`src/rtl/mux4_stream.sv`:
```
// 4:1 registered valid/ready stream multiplexer with fixed-select or round-robin
// channel choice; the output carries the source channel index.
module mux4_stream #(
  parameter int WIDTH = 8
) (
  input  logic             clk,
  input  logic             rst_n,
  input  logic             mode,
  input  logic [1:0]       s,
  input  logic [WIDTH-1:0] i0,
  input  logic [WIDTH-1:0] i1,
  input  logic [WIDTH-1:0] i2,
  input  logic [WIDTH-1:0] i3,
  input  logic [3:0]       v,
  output logic [3:0]       rdy,
  output logic [WIDTH-1:0] y,
  output logic [1:0]       y_sel,
  output logic             y_valid,
  input  logic             y_ready
);

  logic [1:0]       rr_ptr;
  logic [1:0]       grant_idx;
  logic             grant_vld;
  logic [1:0]       scan_idx;
  logic             load_en;
  logic             xfer;
  logic [WIDTH-1:0] data_p0;

  assign load_en = !y_valid || y_ready;

  // Reverse scan so the channel closest to rr_ptr is written last and wins.
  always_comb begin
    grant_idx = s;
    grant_vld = 1'b0;
    scan_idx  = rr_ptr;
    if (!mode) begin
      grant_vld = v[s];
    end else begin
      for (int k = 3; k >= 0; k--) begin
        scan_idx = rr_ptr + 2'(k);
        if (v[scan_idx]) begin
          grant_idx = scan_idx;
          grant_vld = 1'b1;
        end
      end
    end
  end

  // No channel is offered a transfer while reset is asserted.
  assign xfer = rst_n && load_en && grant_vld;
  assign rdy  = xfer ? (4'b0001 << grant_idx) : 4'b0000;

  // Only the granted channel's data reaches the register input.
  always_comb begin
    case (grant_idx)
      2'd0:    data_p0 = i0;
      2'd1:    data_p0 = i1;
      2'd2:    data_p0 = i2;
      default: data_p0 = i3;
    endcase
  end

  // ---- stage p0 -> output register ----
  always_ff @(posedge clk) begin
    if (!rst_n) begin
      y       <= '0;
      y_sel   <= 2'd0;
      y_valid <= 1'b0;
      rr_ptr  <= 2'd0;
    end else if (xfer) begin
      y       <= data_p0;
      y_sel   <= grant_idx;
      y_valid <= 1'b1;
      rr_ptr  <= grant_idx + 2'd1;
    end else if (y_ready) begin
      y_valid <= 1'b0;
    end
  end

endmodule

```
`config.mk`:
```
export PLATFORM = sky130hd
export DESIGN_NAME = mux4_stream
export DESIGN_NICKNAME = d
export VERILOG_FILES = /design/src/rtl/mux4_stream.sv
export SDC_FILE = /design/constraint.sdc
export NUM_CORES = 1
export LEC_CHECK = 0
export CAP_MARGIN = 20
export CORE_MARGIN = 5
export CORE_UTILIZATION = 41
export DETAILED_ROUTE_END_ITERATION = 10
export PLACE_DENSITY = 0.84
export SLEW_MARGIN = 20
export SYNTH_ARGS = -nofsm -noshare
export SYNTH_HDL_FRONTEND = slang
export SYNTH_SLANG_ARGS = --single-unit
```
`constraint.sdc`:
```
create_clock -name clk -period 5.3 [get_ports clk]
set_input_delay 1.06 -clock clk [delete_from_list [all_inputs] [get_ports clk]]
set_output_delay 1.06 -clock clk [all_outputs]
set_load 0.01 [all_outputs]
```
# == After elaboration in Yosys (flattened, before gate mapping) ==
# Index checks and enable logic that the tools add are counted.
# op_classes
n_eq_ne,2
add_sub_neg,4
n_lt_le_gt_ge,5
shifts,1
mux,24
n_reduce_logical,6
# ops
cell,count
case mux 8 bit (3 select lines),1
< comparator 2 x 3 -> 1 bit (second input constant),5
2-to-1 mux 1 bit,12
binary-select mux 1 bit (select 2 bit),5
2-to-1 mux 2 bit,5
adder 2 x 1 -> 2 bit (second input constant),2
adder 2 bit (second input constant),2
2-to-1 mux 4 bit,1
left shift 1 x 2 -> 4 bit (first input constant),1
== test 2 x 1 -> 1 bit (second input constant),1
== test 2 bit (second input constant),1
logical AND 1 bit,2
zero test 2 bit,1
nonzero test 2 bit,1
zero test 1 bit,1
logical OR 1 bit,1
# word_totals
output_inout_bits,15
register_bits,13
wordCells,46

# == Depth between registers and ports, before layout ==
# Gate-level depths: netlist (run 1).
# depth
word_depth,10
depth_mapped,12

# == Worst setup path before layout (run 1) ==
# OpenSTA, ideal clock, no wires.
# synth_timing
path_type,input-to-output
startpoint,input port v[3]
endpoint,output port rdy[2]
arrival_ns,2.754
required_time_ns,4.240
cell_stages,9
setup_slack_ns,1.486
path_cell_list,buf_6 nor3b_1 a311oi_1 o221ai_1 a221oi_1 inv_1 ha_1 clkbuf_1 and2_1
# synth_via
elab_chain_len,9
# synth_rtl
item,line,rtl
from (decl),14,"input logic [3:0] v,"
binary-select mux 1 bit (select 2 bit),42,if (v[scan_idx]) begin
2-to-1 mux 1 bit (implied by the code),42,
2-to-1 mux 2 bit (3 in a row),42,
2-to-1 mux 2 bit (*),42,
2-to-1 mux 2 bit (*),37,if (!mode) begin
named net grant_idx[1],23,logic [1:0] grant_idx;
left shift 1 x 2 -> 4 bit (*),52,assign rdy = xfer ? (4'b0001 << grant_idx) : 4'b0000;
2-to-1 mux 4 bit (*),52,
to (decl),15,"output logic [3:0] rdy,"
# The timed path passes the listed nets; every way through them passes the cells marked *. The select of a mux whose other input is x is not followed.

# == Worst setup path after layout (run 1) ==
# Same ends and word-level chain as after synthesis.

==> impl_results.md, run 1 <==
- Worst-margin pin slew: 0.582 ns
- Vias in the first global route: 1,107
- Post-DRT Antenna Nets: 0
- Vias: 1,110
- H-tree depth: 1
- Switch Pwr: around 0.10 mW
- Comb pwr share: 44.3%
- Clk sink count: 13
- Commonest non-fill, non-tap cell in the layout: clkdlybuf4s50_1
- Setup crit start kind: input pin
- Postcts setup bufs: 0
- Leakage: 0.607 nW
- Synth top area cells: dfxtp_1 25%, mux2i_1 9.7%, a222oi_1 7.7%, ha_1 6.0%, nor2b_1 5.4%
- HPWL after DPL: 2530 um
- Yosys cell types: 39
- Clk root buf: clkbuf_4
- Seq cells post-synth: 13
- Final hold slack: 0.461 ns
- Fin crit share: 93.5%
- Relative slew slack: 61.2%
- Synthesized Nets: 167
- Die footprint: 3630 um^2
- Max-cap viol count: 0
- Clock power frac: a little under a fifth
- Dpl cell area: between 1500 and 2000 um^2
- First-pass GRT wire length: 4970 um
- Congestion Overflow GR: 0
- Status: complete, no violations
- Worst hold path class: reg2reg
- Antenna cells: 0
- IO Pins: 57
- Crit path capture type: output port
- First-pass DRT Iterations: 7
- Power Dens Cells: 199 nW/um^2
- YS warnings: 0
- Peak supply drop: around 0.00012 V
- Worst endpoint required time: 4.24 ns
- Critical path type: in2out
- Final Hold Vio Count: 0
- Most frequent cells in the layout: 56 x clkdlybuf4s50_1, 13 x nand2_1, 13 x dfxtp_1
- Layout cells sized above 1: 5.29%
- Area added between synthesis and finish: 54.5%
- FP Rows: 18
- Top FF cell, synth: dfxtp_1
- Mapped Cells: 120
- Ys async rst share: 0%
- CTS Buf Count: 3
- TritonCTS clock tree: built
- Drt total wl: about 3200 um
- Routed vias/inst: 5.55
- Post-synth top area cell: dfxtp_1
- Fin crit period: 4.95 ns
- Pin count of the biggest net entering global routing: 19
- Total track usage: 18.4%
- Starting Density: around 42%
- Avg Inst Size Synth: 8.63 um^2
- Synth Cell Area: about 1000 um^2
- Switching part of the total power: 32.4%
- DRT iter0 DRCs: 119
- Clk_lat worst skew: between 0.2 and 0.3 ns
- Die X: 60.3 um
- Final setup vio count: 0
- Reg clk slew, reported paths: 0.08 ns
- Sequential share of power: a little over a third
- DRC Markers: 0
- Post-synth EDFFs: 0
- Seq/Total Area, Yosys: 25.1%
- Finished Cell Area: 1600 um^2
- Post-cts resize count: 0
- Die Span Y: 60.3 um
- Top cell type's share of synthesized area: 25.1%
- Pint: 0.215 mW
- Gpl congestion: 0.959
- Routed wire per std cell: 16.0 um
- Crit path max fanout: 9
- Nets: 218
- Setup TNS Final: 0 ns
- Post-CTS Hold Fix Bufs: 0
- Fin. max-slew vios: 0
- Pwr Total: 0.319 mW
- Port Buffers: 56
- Initial antenna violation count: 0
- Clk_skew: 0.00172 ns
- WP data arrival: 3.89 ns
- Achievable Freq: 202 MHz
- Area of the core: between 2000 and 2500 um^2
- Unrepaired setup endpoints after global routing: no
- Clock Tree Buf Depth: 2
final timing paths:
path | from | to | slack, ns | depth (start not counted)
hold / removal | y_sel[0] | y_sel[0] | 0.46 | 2
hold reg to reg | y_sel[0] | y_sel[0] | 0.46 | 2
setup / recovery | v[3] | rdy[2] | 0.35 | 9
setup reg to reg | rr_ptr[1] | y[0] | 2.30 | 10
power groups by stage:
stage          Clock, mW  Sequential (mW)  Combinational [mW]
6_report          0.0611            0.116               0.141
3_5_place_dp           0            0.118               0.141
5_1_grt           0.0673            0.118               0.155
3_3_place_gp           0            0.117               0.138
4_1_cts           0.0638            0.116               0.142
2_1_floorplan          0            0.118              0.0768
per-layer routing:
layer  vias up  share of wire [%]  track usage, %
met5         -                  0               0
li1        547                  -               -
met2        56                 47            32.6
met1       501                 36            19.9
met3         6                 14            4.97
met4         0                2.1            8.86
cell usage after synthesis (3+ instances only):
cell / count
dfxtp_1: 13
nand2_1: 13
mux2i_1: 10
nor2b_1: 9
o21ai_0: 9
a222oi_1: 8
a21oi_1: 5
ha_1: 5
inv_1: 5
and2_1: 4
buf_6: 3
clkbuf_1: 3
worst max-delay path: stages:
cell             delay, ns
clkdlybuf4s50_1       0.54
nor3b_1               0.21
a311oi_1              0.21
o221ai_1              0.16
a221oi_1              0.54
inv_1                 0.18
ha_1                  0.34
and2_1                0.17
clkdlybuf4s50_1       0.47
area by class of cell:
cell class                      instances  area, um^2
Clock buffer                            3        22.5
Timing Repair Buffer                   57         568
Inverter                                5        18.8
Sequential cell                        13         260
Clock inverter                          1        5.00
Fill cell                             213         855
Multi-Input combinational cell         91         688
Tap cell                               30        37.5
flip-flops by register name, indices dropped and copies added, names as in the netlist:
register  cells
y             8
rr_ptr        2
y_sel         2
y_valid       1
cell families (layout without fill, tap and decap cells):
group	after synthesis	after routing	synth area share (%)
compound gates	37	37	26.6
fa+ha+maj	5	5	6.04
buf+inv	16	66	9.30
flops	13	13	25.1
mux	11	11	12.2
simple gates	38	38	20.8
metrics by stage:
step | worst slack (ns) | utilization [%] | cells
final | 0.346 | 65.2 | 200
after global routing | 0.0965 | 65.2 | 200
after CTS | 0.348 | 65.2 | 200
after detailed placement | 0.350 | 64.1 | 196
after global placement | 0.484 | 64.1 | 196
after floorplan | 1.49 | - | 120
(Power assumes the default switching activity.)
==> run 2, diff against run 1 <==
--- a/config.mk
+++ b/config.mk
@@ -7,9 +7,10 @@
 export LEC_CHECK = 0
 export CAP_MARGIN = 20
 export CORE_MARGIN = 5
-export CORE_UTILIZATION = 41
+export CORE_UTILIZATION = 43
+export CTS_BUF_LIST = sky130_fd_sc_hd__clkbuf_4
 export DETAILED_ROUTE_END_ITERATION = 10
-export PLACE_DENSITY = 0.84
+export PLACE_DENSITY = 0.88
 export SLEW_MARGIN = 20
 export SYNTH_ARGS = -nofsm -noshare
 export SYNTH_HDL_FRONTEND = slang
==> constraint.sdc (replaced) <==
create_clock -name clk -period 5.3 [get_ports clk]
set_input_delay 0.795 -clock clk [delete_from_list [all_inputs] [get_ports clk]]
set_output_delay 0.795 -clock clk [all_outputs]
set_load 0.01 [all_outputs]
==> impl_results.md, run 2 (synthesis results as in run 1) <==
- Most frequent cells in the layout: 56 x clkdlybuf4s50_1, 13 x nand2_1, 13 x dfxtp_1
- Clk_skew: 0.00638 ns (+0.00466 ns)
- Antenna cells: 0 (unchanged)
- Clk_lat worst skew: 0.27 ns (about the same)
- Congestion Overflow GR: 0 (unchanged)
- Max-cap viol count: 0 (unchanged)
- H-tree depth: 1 (unchanged)
- Final setup vio count: 0 (unchanged)
- Max incr delay on CP: 0.53 ns (about the same)
- Power Dens Cells: 198 nW/um^2 (-0.34%)
- TritonCTS clock tree: built
- Clk sink count: 13 (unchanged)
- Clock power frac: 18.6% (-0.6 points)
- Area of the core: 2250 um^2 (-8.2%)
- Slowest-stage cell, CP: clkdlybuf4s50_1
- Crit path capture type: output port
- Fin. max-slew vios: 0 (unchanged)
- Biggest register: y
- Die Span Y: 59.1 um (-2.0%)
- Total track usage: 19.6% (+1.2 points)
- Switch Pwr: 0.102 mW (-1.6%)
- Worst-margin pin slew: 0.566 ns (-0.0165 ns)
- FP Rows: 17 (-1)
- R2R depth: 10 (unchanged)
- Postcts setup bufs: 0 (unchanged)
- Fin crit period: 4.45 ns (-0.507 ns)
- Area added between synthesis and finish: 54.2%
- Reg clk slew, reported paths: 0.07 ns (about the same)
- Post-DRT Antenna Nets: 0 (unchanged)
- Gpl congestion: 0.966 (+0.78%)
- CTS Buf Count: 3 (unchanged)
- Vias in the first global route: 1,101 (-0.54%)
- Critical path type: in2out
- Switching part of the total power: 32.1% (-0.35 points)
- Comb pwr share: 44.6% (+0.3 points)
- Leakage: 0.607 nW (unchanged)
- Final Hold Vio Count: 0 (unchanged)
- Die X: 59.1 um (-2.0%)
- Clk root buf: clkbuf_4
- Fin crit share: 83.9% (-9.6 points)
- DRT iter0 DRCs: 79 (-34%)
- Pwr Total: 0.317 mW (-0.50%)
- Cell repeated most along the worst path: clkdlybuf4s50_1
- Achievable Freq: 225 MHz (+11%)
- Relative slew slack: 62.3% (+1.1 points)
- Unrepaired setup endpoints after global routing: no
- Worst hold path class: reg2reg
- Pint: 0.215 mW (about the same)
- Vias: 1,141 (+2.8%)
- First-pass DRT Iterations: 6 (-1)
- Die footprint: 3490 um^2 (-3.9%)
- Clock Tree Buf Depth: 2 (unchanged)
- Routed wire per std cell: 16.2 um (+1.8%)
- Starting Density: 45.9% (+3.7 points)
- Crit path max fanout: 9 (unchanged)
- HPWL after DPL: 2590 um (+2.5%)
- Layout cells sized above 1: 5.29% (unchanged)
- Pin count of the biggest net entering global routing: 19 (unchanged)
- Cell chain of the critical path: clkdlybuf4s50_1 > nor3b_1 > a311oi_1 > o221ai_1 > a221oi_1 > inv_1 > ha_1 > and2_1 > clkdlybuf4s50_1
- DRC Markers: 0 (unchanged)
- Post-cts resize count: 0 (unchanged)
- Max FFs per register: 8 (unchanged)
- IO Pins: 57 (unchanged)
- Worst setup margin: 0.853 ns (+0.507 ns)
- First-pass GRT wire length: 5180 um (+4.0%)
- Fillers: 188 (-12%)
- Routed vias/inst: 5.76 (+3.8%)
- Initial antenna violation count: 0 (unchanged)
- Largest regs: y x8, rr_ptr x2, y_sel x2
- Sequential share of power: 36.7% (+0.2 points)
- WP data arrival: 3.65 ns (-0.24 ns)
- Setup crit start kind: input pin
- Worst endpoint required time: 4.51 ns (+0.27 ns)
- Setup TNS Final: 0 ns (unchanged)
- Pre-CTS setup slack: 0.875 ns (+0.524 ns)
- Drt total wl: 3220 um (+0.75%)
- Port Buffers: 56 (unchanged)
- Number of cells on the worst hold path: 2 (unchanged)
- Post-CTS Hold Fix Bufs: 0 (unchanged)
- Commonest non-fill, non-tap cell in the layout: clkdlybuf4s50_1
- Status: complete, no violations
- Peak supply drop: 0.000129 V (+9.3%)
- Nets: 218 (unchanged)
-- run 2: power by group through the flow --
stage / clock, mW / combinational (mW) / sequential, mW
3_5_place_dp: 0 / 0.141 / 0.118
2_1_floorplan: 0 / 0.0768 / 0.118
5_1_grt: 0.0710 / 0.154 / 0.118
3_3_place_gp: 0 / 0.138 / 0.117
6_report: 0.0590 / 0.141 / 0.116
4_1_cts: 0.0626 / 0.142 / 0.116
-- run 2: final timing paths --
| check | from | endpoint | slack, ns |
|---|---|---|---|
| setup / recovery | v[3] | rdy[2] | 0.85 |
| hold / removal | y_sel[1] | y_sel[1] | 0.47 |
| setup reg to reg | rr_ptr[1] | y[4] | 2.26 |
| hold reg to reg | y_sel[1] | y_sel[1] | 0.47 |
-- run 2: worst max-delay path: cells and delay by family --
kind / cells / cell delay, ns
AOI/OAI and AO/OA: 3 / 0.96
adders and majority gates: 1 / 0.34
and+or+nand+nor: 2 / 0.38
buffers and inverters: 3 / 1.17
-- run 2: metrics by stage --
| stage | util [%] | std cells | cell area, um^2 | hold slack (ns) |
|---|---|---|---|---|
| CTS | 70.9 | 198 | 1600 | 0.466 |
| finish | 70.9 | 198 | 1600 | 0.465 |
| floorplan | - | 120 | 1040 | 0.479 |
| global placement | 69.6 | 194 | 1570 | 0.446 |
| detailed placement | 69.6 | 194 | 1570 | 0.449 |
| global route | 70.9 | 198 | 1600 | 0.497 |
-- run 2: layer usage --
layer | vias up | GRT usage (%) | share of wire, %
met5 | - | 0 | 0
met4 | 0 | 7.12 | 1.6
met3 | 6 | 6.97 | 12
met2 | 64 | 31.4 | 46
met1 | 523 | 24.0 | 40
li1 | 548 | - | -
-- run 2: area by class of cell --
class                      instances  area [um^2]  share of cell area, %
multi-input combinational         91          688                   43.1
timing repair buffer              57          568                   35.6
sequential                        13          260                   16.3
clock buffer                       3         22.5                   1.41
inverter                           5         18.8                   1.17
tap                               28         35.0                   2.19
clock inverter                     1         5.00                  0.313
